--- src/rtl/alu_seq.sv ---
// Sequential handshaked ALU: one operation in flight, registered result and flags held until consumed.
// Optional shift-add multiplier for op 7 built only when ALU_SEQ_MUL_EN is defined; otherwise op 7 is flagged illegal.
module alu_seq #(
    parameter int WIDTH = 8
) (
    input  logic             clk,
    input  logic             rst,
    input  logic [WIDTH-1:0] a,
    input  logic [WIDTH-1:0] b,
    input  logic [2:0]       op,
    input  logic             in_valid,
    output logic             in_ready,
    output logic [WIDTH-1:0] c,
    output logic             overflow,
    output logic             carry,
    output logic             zero,
    output logic             illegal,
    output logic             out_valid,
    input  logic             out_ready
);

    typedef enum logic [1:0] {IDLE = 2'd0, EXEC = 2'd1, DONE = 2'd2} state_t;

    localparam logic [WIDTH-1:0] W_VAL = WIDTH'(WIDTH);

    state_t           state_q, state_d;
    logic [WIDTH-1:0] c_q, c_d;
    logic             ovf_q, ovf_d, carry_q, carry_d, zero_q, zero_d;
    logic             ill_q, ill_d, out_valid_q, out_valid_d;

    logic [WIDTH-1:0]   alu_c;
    logic               alu_ovf, alu_carry, alu_ill;
    logic [WIDTH:0]     sum, diff;
    logic [2*WIDTH-1:0] shl_full;
    logic               b_big;

`ifdef ALU_SEQ_MUL_EN
    localparam int CW = (WIDTH > 2) ? $clog2(WIDTH) : 1;
    localparam logic [CW-1:0] CNT_LAST = CW'(WIDTH - 1);

    logic [2*WIDTH-1:0] acc_q, acc_d, mcand_q, mcand_d, acc_step;
    logic [WIDTH-1:0]   mplier_q, mplier_d;
    logic [CW-1:0]      cnt_q, cnt_d;
`endif

    always_comb begin
        sum       = {1'b0, a} + {1'b0, b};
        diff      = {1'b0, a} - {1'b0, b};
        shl_full  = {{WIDTH{1'b0}}, a} << b;
        b_big     = (b >= W_VAL);
        alu_c     = '0;
        alu_ovf   = 1'b0;
        alu_carry = 1'b0;
        alu_ill   = 1'b0;
        case (op)
            3'd0: begin
                alu_c     = sum[WIDTH-1:0];
                alu_carry = sum[WIDTH];
                alu_ovf   = (a[WIDTH-1] == b[WIDTH-1]) && (sum[WIDTH-1] != a[WIDTH-1]);
            end
            3'd1: begin
                alu_c     = diff[WIDTH-1:0];
                alu_carry = diff[WIDTH];
                alu_ovf   = (a[WIDTH-1] != b[WIDTH-1]) && (diff[WIDTH-1] != a[WIDTH-1]);
            end
            3'd2: alu_c = a & b;
            3'd3: alu_c = a | b;
            3'd4: alu_c = a ^ b;
            3'd5: begin
                // Oversized shifts push every bit of a out.
                if (b_big) begin
                    alu_c   = '0;
                    alu_ovf = |a;
                end else begin
                    alu_c   = shl_full[WIDTH-1:0];
                    alu_ovf = |shl_full[2*WIDTH-1:WIDTH];
                end
            end
            3'd6: alu_c = b_big ? '0 : (a >> b);
            default: alu_ill = 1'b1;
        endcase
    end

    always_comb begin
        state_d     = state_q;
        c_d         = c_q;
        ovf_d       = ovf_q;
        carry_d     = carry_q;
        zero_d      = zero_q;
        ill_d       = ill_q;
        out_valid_d = 1'b0;
`ifdef ALU_SEQ_MUL_EN
        acc_d       = acc_q;
        mcand_d     = mcand_q;
        mplier_d    = mplier_q;
        cnt_d       = cnt_q;
        acc_step    = acc_q + (mplier_q[0] ? mcand_q : '0);
`endif
        case (state_q)
            IDLE: begin
                if (in_valid) begin
`ifdef ALU_SEQ_MUL_EN
                    if (op == 3'd7) begin
                        acc_d    = '0;
                        mcand_d  = {{WIDTH{1'b0}}, a};
                        mplier_d = b;
                        cnt_d    = '0;
                        state_d  = EXEC;
                    end else
`endif
                    begin
                        c_d     = alu_c;
                        ovf_d   = alu_ovf;
                        carry_d = alu_carry;
                        zero_d  = (alu_c == '0);
                        ill_d   = alu_ill;
                        state_d = DONE;
                    end
                end
            end
            EXEC: begin
`ifdef ALU_SEQ_MUL_EN
                acc_d    = acc_step;
                mcand_d  = mcand_q << 1;
                mplier_d = mplier_q >> 1;
                cnt_d    = cnt_q + 1'b1;
                if (cnt_q == CNT_LAST) begin
                    c_d     = acc_step[WIDTH-1:0];
                    ovf_d   = |acc_step[2*WIDTH-1:WIDTH];
                    carry_d = 1'b0;
                    zero_d  = (acc_step[WIDTH-1:0] == '0);
                    ill_d   = 1'b0;
                    state_d = DONE;
                end
`else
                state_d = IDLE;
`endif
            end
            DONE: begin
                // out_valid trails entry into DONE by one cycle; result is released on the handshake.
                out_valid_d = !(out_valid_q && out_ready);
                if (out_valid_q && out_ready) begin
                    state_d = IDLE;
                end
            end
            default: state_d = IDLE;
        endcase
    end

    always_ff @(posedge clk or posedge rst) begin
        if (rst) begin
            state_q     <= IDLE;
            c_q         <= '0;
            ovf_q       <= 1'b0;
            carry_q     <= 1'b0;
            zero_q      <= 1'b0;
            ill_q       <= 1'b0;
            out_valid_q <= 1'b0;
`ifdef ALU_SEQ_MUL_EN
            acc_q       <= '0;
            mcand_q     <= '0;
            mplier_q    <= '0;
            cnt_q       <= '0;
`endif
        end else begin
            state_q     <= state_d;
            c_q         <= c_d;
            ovf_q       <= ovf_d;
            carry_q     <= carry_d;
            zero_q      <= zero_d;
            ill_q       <= ill_d;
            out_valid_q <= out_valid_d;
`ifdef ALU_SEQ_MUL_EN
            acc_q       <= acc_d;
            mcand_q     <= mcand_d;
            mplier_q    <= mplier_d;
            cnt_q       <= cnt_d;
`endif
        end
    end

    assign in_ready  = (state_q == IDLE);
    assign out_valid = out_valid_q;
    assign c         = c_q;
    assign overflow  = ovf_q;
    assign carry     = carry_q;
    assign zero      = zero_q;
    assign illegal   = ill_q;

endmodule

--- config.mk ---
export PLATFORM = sky130hd
export DESIGN_NAME = alu_seq
export DESIGN_NICKNAME = d
export VERILOG_FILES = /design/src/rtl/alu_seq.sv
export SDC_FILE = /design/constraint.sdc
export NUM_CORES = 1
export LEC_CHECK = 0
export BUFFER_PORTS_ARGS = -buffer_cell sky130_fd_sc_hd__buf_4
export CORE_AREA = 8 8 76 78
export DETAILED_ROUTE_END_ITERATION = 12
export DIE_AREA = 0 0 84 86
export PLACE_DENSITY = 0.82
export SETUP_SLACK_MARGIN = 0.05
export SLEW_MARGIN = 20
export SYNTH_ARGS = -nofsm -noshare
export SYNTH_HDL_FRONTEND = slang
export SYNTH_SLANG_ARGS = --single-unit
--- constraint.sdc ---
create_clock -name clk -period 1.9 [get_ports clk]
set_input_delay 0.19 -clock clk [delete_from_list [all_inputs] [get_ports clk]]
set_output_delay 0.19 -clock clk [all_outputs]
set_load 0.03 [all_outputs]
# After elaboration in Yosys (flattened, before gate mapping)
# Cells that the tools add are included.
word_totals:
  output_inout_bits: 14
  ff_bits: 15
classes:
  add_sub_neg: 2
  mux: 11
  reduce_logical: 12
  n_shift: 2
  bitwise: 3
  eq_ne: 13
  n_lt_le_gt_ge: 1
ops:
  columns: ["operator", "count"]
  rows:
  - ["$pmux W8 S7", 1]
  - ["$mux W8", 2]
  - ["$reduce_or A8 Y1", 2]
  - ["$shl A8 B8 Y16", 1]
  - ["$add A8 B8 Y9", 1]
  - ["$eq A3 B3 Y1 const B", 3]
  - ["$sub A8 B8 Y9", 1]
  - ["$and A8 B8 Y8", 1]
  - ["$ge A8 B4 Y1 const B", 1]
  - ["$logic_not A8 Y1", 1]
  - ["$or A8 B8 Y8", 1]
  - ["$shr A8 B8 Y8", 1]
  - ["$xor A8 B8 Y8", 1]
  - ["$reduce_or A7 Y1", 1]
  - ["$eq A3 B2 Y1 const B", 2]
  - ["$mux W2", 2]
  - ["$ne A2 B2 Y1 const B", 2]
  - ["$pmux W2 S2", 1]
  - ["$reduce_and A2 Y1", 2]
  - ["$eq A3 B1 Y1 const B", 1]
  - ["$logic_and A1 B1 Y1", 3]
  - ["$logic_not A3 Y1", 1]
  - ["$mux W1", 3]
  - ["$ne A1 B1 Y1", 3]
  - ["6 further kinds", 6]

# Longest topological paths before layout
depth:
  ltp_word: 4
  ltp_mapped: 11
  depth_no_buf: 11

# Worst setup path after synthesis
# No wires, ideal clock.
synth_path:
  path_kind: "input to register"
  startpoint: "in b[2]"
  endpoint: "reg zero_q (netlist: zero)"
  t_required_ns: 1.808
  stages: 11
  arrival_time_ns: 2.284
  slack_ns: -0.475
  cell_sequence: "buf_2 -> inv_1 -> ha_1 -> buf_2 -> nand2b_1 -> a211oi_1 -> mux2i_1 -> mux2i_1 -> a211oi_1 -> nand4_1 -> o31ai_2"
synth_via:
  elab_chain_cells: 4
synth_rtl:
  columns: ["item", "line_no", "rtl"]
  rows:
  - ["from (decl)", "9", "input logic [WIDTH-1:0] b,"]
  - ["$ge A8 B4 Y1, or another cell as far along", "50", "b_big = (b >= W_VAL);"]
  - ["$mux W8 (on tied branches)", "79, 71", null]
  - ["$pmux W8 S7 (*)", "55", "case (op)"]
  - ["$logic_not A8 Y1 (*)", "115", "zero_d = (alu_c == '0);"]
  - ["to (signal assigned)", "170", "zero_q <= zero_d;"]
  - ["to (decl)", "28", "logic ovf_q, ovf_d, carry_q, carry_d, zero_q, zero_d;"]
# Every way passes the cells marked *; elsewhere a longest branch is shown, timed or not.
# A chain may end at the register's enable or synchronous reset.

# Final worst setup path
layout_path:
  startpoint: "in b[0]"
  endpoint: "reg zero_q (netlist: zero)"
# The elaborated chain is that of the path after synthesis.

==> metrics.yaml <==
finalCritPeriodShare: 1.18
rrSetupSlack_ns: -0.07
cts_buffers: 3
r2r-end: "zero"
grt_max_degree: 17
setup_violations: 4
rsz0062_at_grt: "true"
viasPerCell: 6.87
synth-async-reset-ratio: 1.00
drive_above_1_share: 0.490
root_buffer: "clkbuf_8"
skew_ns: 0.00301
worstSetupEndpointType: "register"
cts_max_level: 1
syn_nets: 370
cap_violations: 0
rows: 25
routedWlPerCell_microns: 23.2
place_inst: 475
hpwlAfterDp_mm: 7.24
via_count: 3345
worstPathArrival_ns: 2.41
grt_pass1_vias: 3016
worstHoldStart: "out_ready"
fin_hold_ws_ns: 0.114
port-buffer-count: 36
setup-tns-final_ns: -0.454
leakagePower_nw: 1.75
yosysUniqueCellTypes: 59
fin_cells: 487
yosys-top-cells-area: "dfrtp_1, ha_1, mux4_2"
yosysWarnings: 0
clk_pin_slew_ns: 0.06
synth-seq-area-share: 0.144
route.detailed.drc: 0
gr-total-overflow: 0
multi_input_area_sq_mm: 0.00228
power_density_mw_per_mm2: 639
synth_ff_type: "dfrtp_1"
die_height_microns: 86
report.power.total_w: 0.00252
worstPathRequired_ns: 2.06
path_max_fanout: 6
ant_nets: 0
fillers: 229
tightest_slew_ns: 0.554
drtIter0Drc: 607
max_freq_ghz: 0.446
worst_ir_drop_vdd_mv: 0.536
cts_num_sinks: 14
finalHoldViolations: 0
start_kind: "input pin"
violations: "negative setup slack"
num-nets-final: 483
synth_top_area_cell: "dfrtp_1"
fin_crit_ns: 2.24
insertion_delay_ns: 0.25
dr.pass1.iters: 6
dieArea_sq_mm: 0.00722
netlist_area_sq_mm: 0.00243
slew-limit-headroom: 0.627
die_x_microns: 84
grt_first_pass_wirelength_mm: 15.5
fin_util: 0.857
tritoncts: "yes"
crit_path_start: "b[0]"
antenna_found_initial: 0
grt_use_total: 0.262
syn_area_per_cell_sq_um: 7.56
setup_slack_ns: -0.342
path_class: "in2reg"
design.portCount: 37
slew_violations: 0
initial_utilization: 0.528
synth.top_cell.area_share: 0.144
routed_wl_mm: 11.3
place.gp.congestion: 0.992
netlist_instances: 321
hp-class: "in2reg"
area_growth_pct: 62.5
r2r_start: "state_q[1]"
clock_path_buffers: 2
seqCellArea_sq_um: 350
synth_edf_count: 0
antenna_cells: 0
r2r_cells: 7
synth-seq-cells: 14
critical_path.endpoint: "zero"
core_area_sq_mm: 0.00460
status: "finished, violations left"
## cell usage after synthesis (all sizes together), types with 3 or more instances
master  count
a211oi      8
a21oi      17
a311oi      3
a31oi       4
buf        15
clkbuf      7
dfrtp      14
ha         24
inv        27
mux2i      11
mux4        6
nand2      30
nand2b      6
nand3       6
nand3b      3
nand4       4
nor2       24
nor2b       8
nor3       10
nor4        5
o21ai      27
o21bai      3
o22ai       7
o31ai       5
or3         7
xnor2       3
xor2        3
## kinds of logic after synthesis
family / Yosys count / synth area share
flip-flops: 14 / 0.144
multiplexers: 18 / 0.106
AO/OA/AOI/OAI: 94 / 0.255
adder cells (fa/ha/maj): 26 / 0.140
XOR/XNOR: 6 / 0.0217
AND/OR/NAND/NOR: 113 / 0.244
buffers and inverters: 50 / 0.0887
## repair_timing
item / in CTS / in global routing
endpoints found under the hold margin: 14 / 0
setup endpoints to repair: 7 / 10
pin swaps: 14 / 26
gates resized for setup: 44 / 49
hold buffers: 1 / 0
buffers inserted: 1 / 7
## per-stage QoR
step | setup WS, ns | cell area (sq um)
5_1_grt | -0.323 | 3940
3_5_place_dp | -0.474 | 3400
3_3_place_gp | -0.443 | 3400
6_report | -0.342 | 3940
2_1_floorplan | -0.0491 | 2580
4_1_cts | -0.0424 | 3670
## layout make-up
type                            instances  share of cell area
Tap cell                               54              0.0171
Clock buffer                            4              0.0140
Timing Repair Buffer                  130               0.267
Inverter                               28              0.0343
Sequential cell                        14              0.0889
Multi-Input combinational cell        257               0.578
## routing by layer
metal  share of wire  GRT usage  vias up  routed length [microns]
li1                -          -     1402                        -
met1            0.35      0.308     1541                     4020
met2            0.45      0.436      298                     5120
met3            0.11     0.0616      104                     1290
met4           0.080      0.130        0                      901
met5               0          0        -                        0
## where the power goes
part	internal (W)	total (W)	switching [W]
registers	0.000435	0.000517	0.0000818
logic	0.000735	0.00171	0.000972
clock network	0.000184	0.000296	0.000112
total	0.00135	0.00252	0.00117
## cell usage in the layout (no fill, tap or decap), types with 5 or more instances in the layout
| cell | count |
|---|---|
| buf_4 | 118 |
| nand2_1 | 30 |
| nor2_1 | 23 |
| o21ai_0 | 16 |
| inv_1 | 15 |
| a21oi_1 | 15 |
| ha_4 | 15 |
| dfrtp_1 | 14 |
| mux2i_1 | 9 |
| ha_1 | 9 |
| inv_2 | 7 |
| nor2b_1 | 7 |
| o22ai_1 | 6 |
| o21ai_1 | 6 |
| mux4_2 | 6 |
| nand3_1 | 6 |
| buf_6 | 6 |
| nor3_1 | 5 |
| or3_1 | 5 |
| nand2b_1 | 5 |
| o21ai_2 | 5 |
## registers in the layout, summed over array words and instances (netlist names)
| register | flops |
|---|---|
| c | 8 |
| carry | 1 |
| illegal | 1 |
| out_valid | 1 |
| overflow | 1 |
| state_q | 1 |
| zero | 1 |
## critical path, cell delays in order
cell and delay (ns):
buf_12 0.11, buf_4 0.16, inv_1 0.13, ha_1 0.26, nor2b_1 0.16, a31oi_1 0.21
o22ai_1 0.14, a311o_1 0.34, nor4_2 0.26, nand4_1 0.19, o31ai_2 0.24
## worst min-delay path by stage
stage                      to  slack, ns  depth (start not counted)
floorplan                c[0]       0.08                          1
global placement    out_valid       0.24                          2
detailed placement       c[5]       0.25                          2
CTS                 out_valid       0.12                          2
global route        out_valid       0.13                          2
finish              out_valid       0.11                          2
No activity file was read; power rests on OpenSTA's default activity.
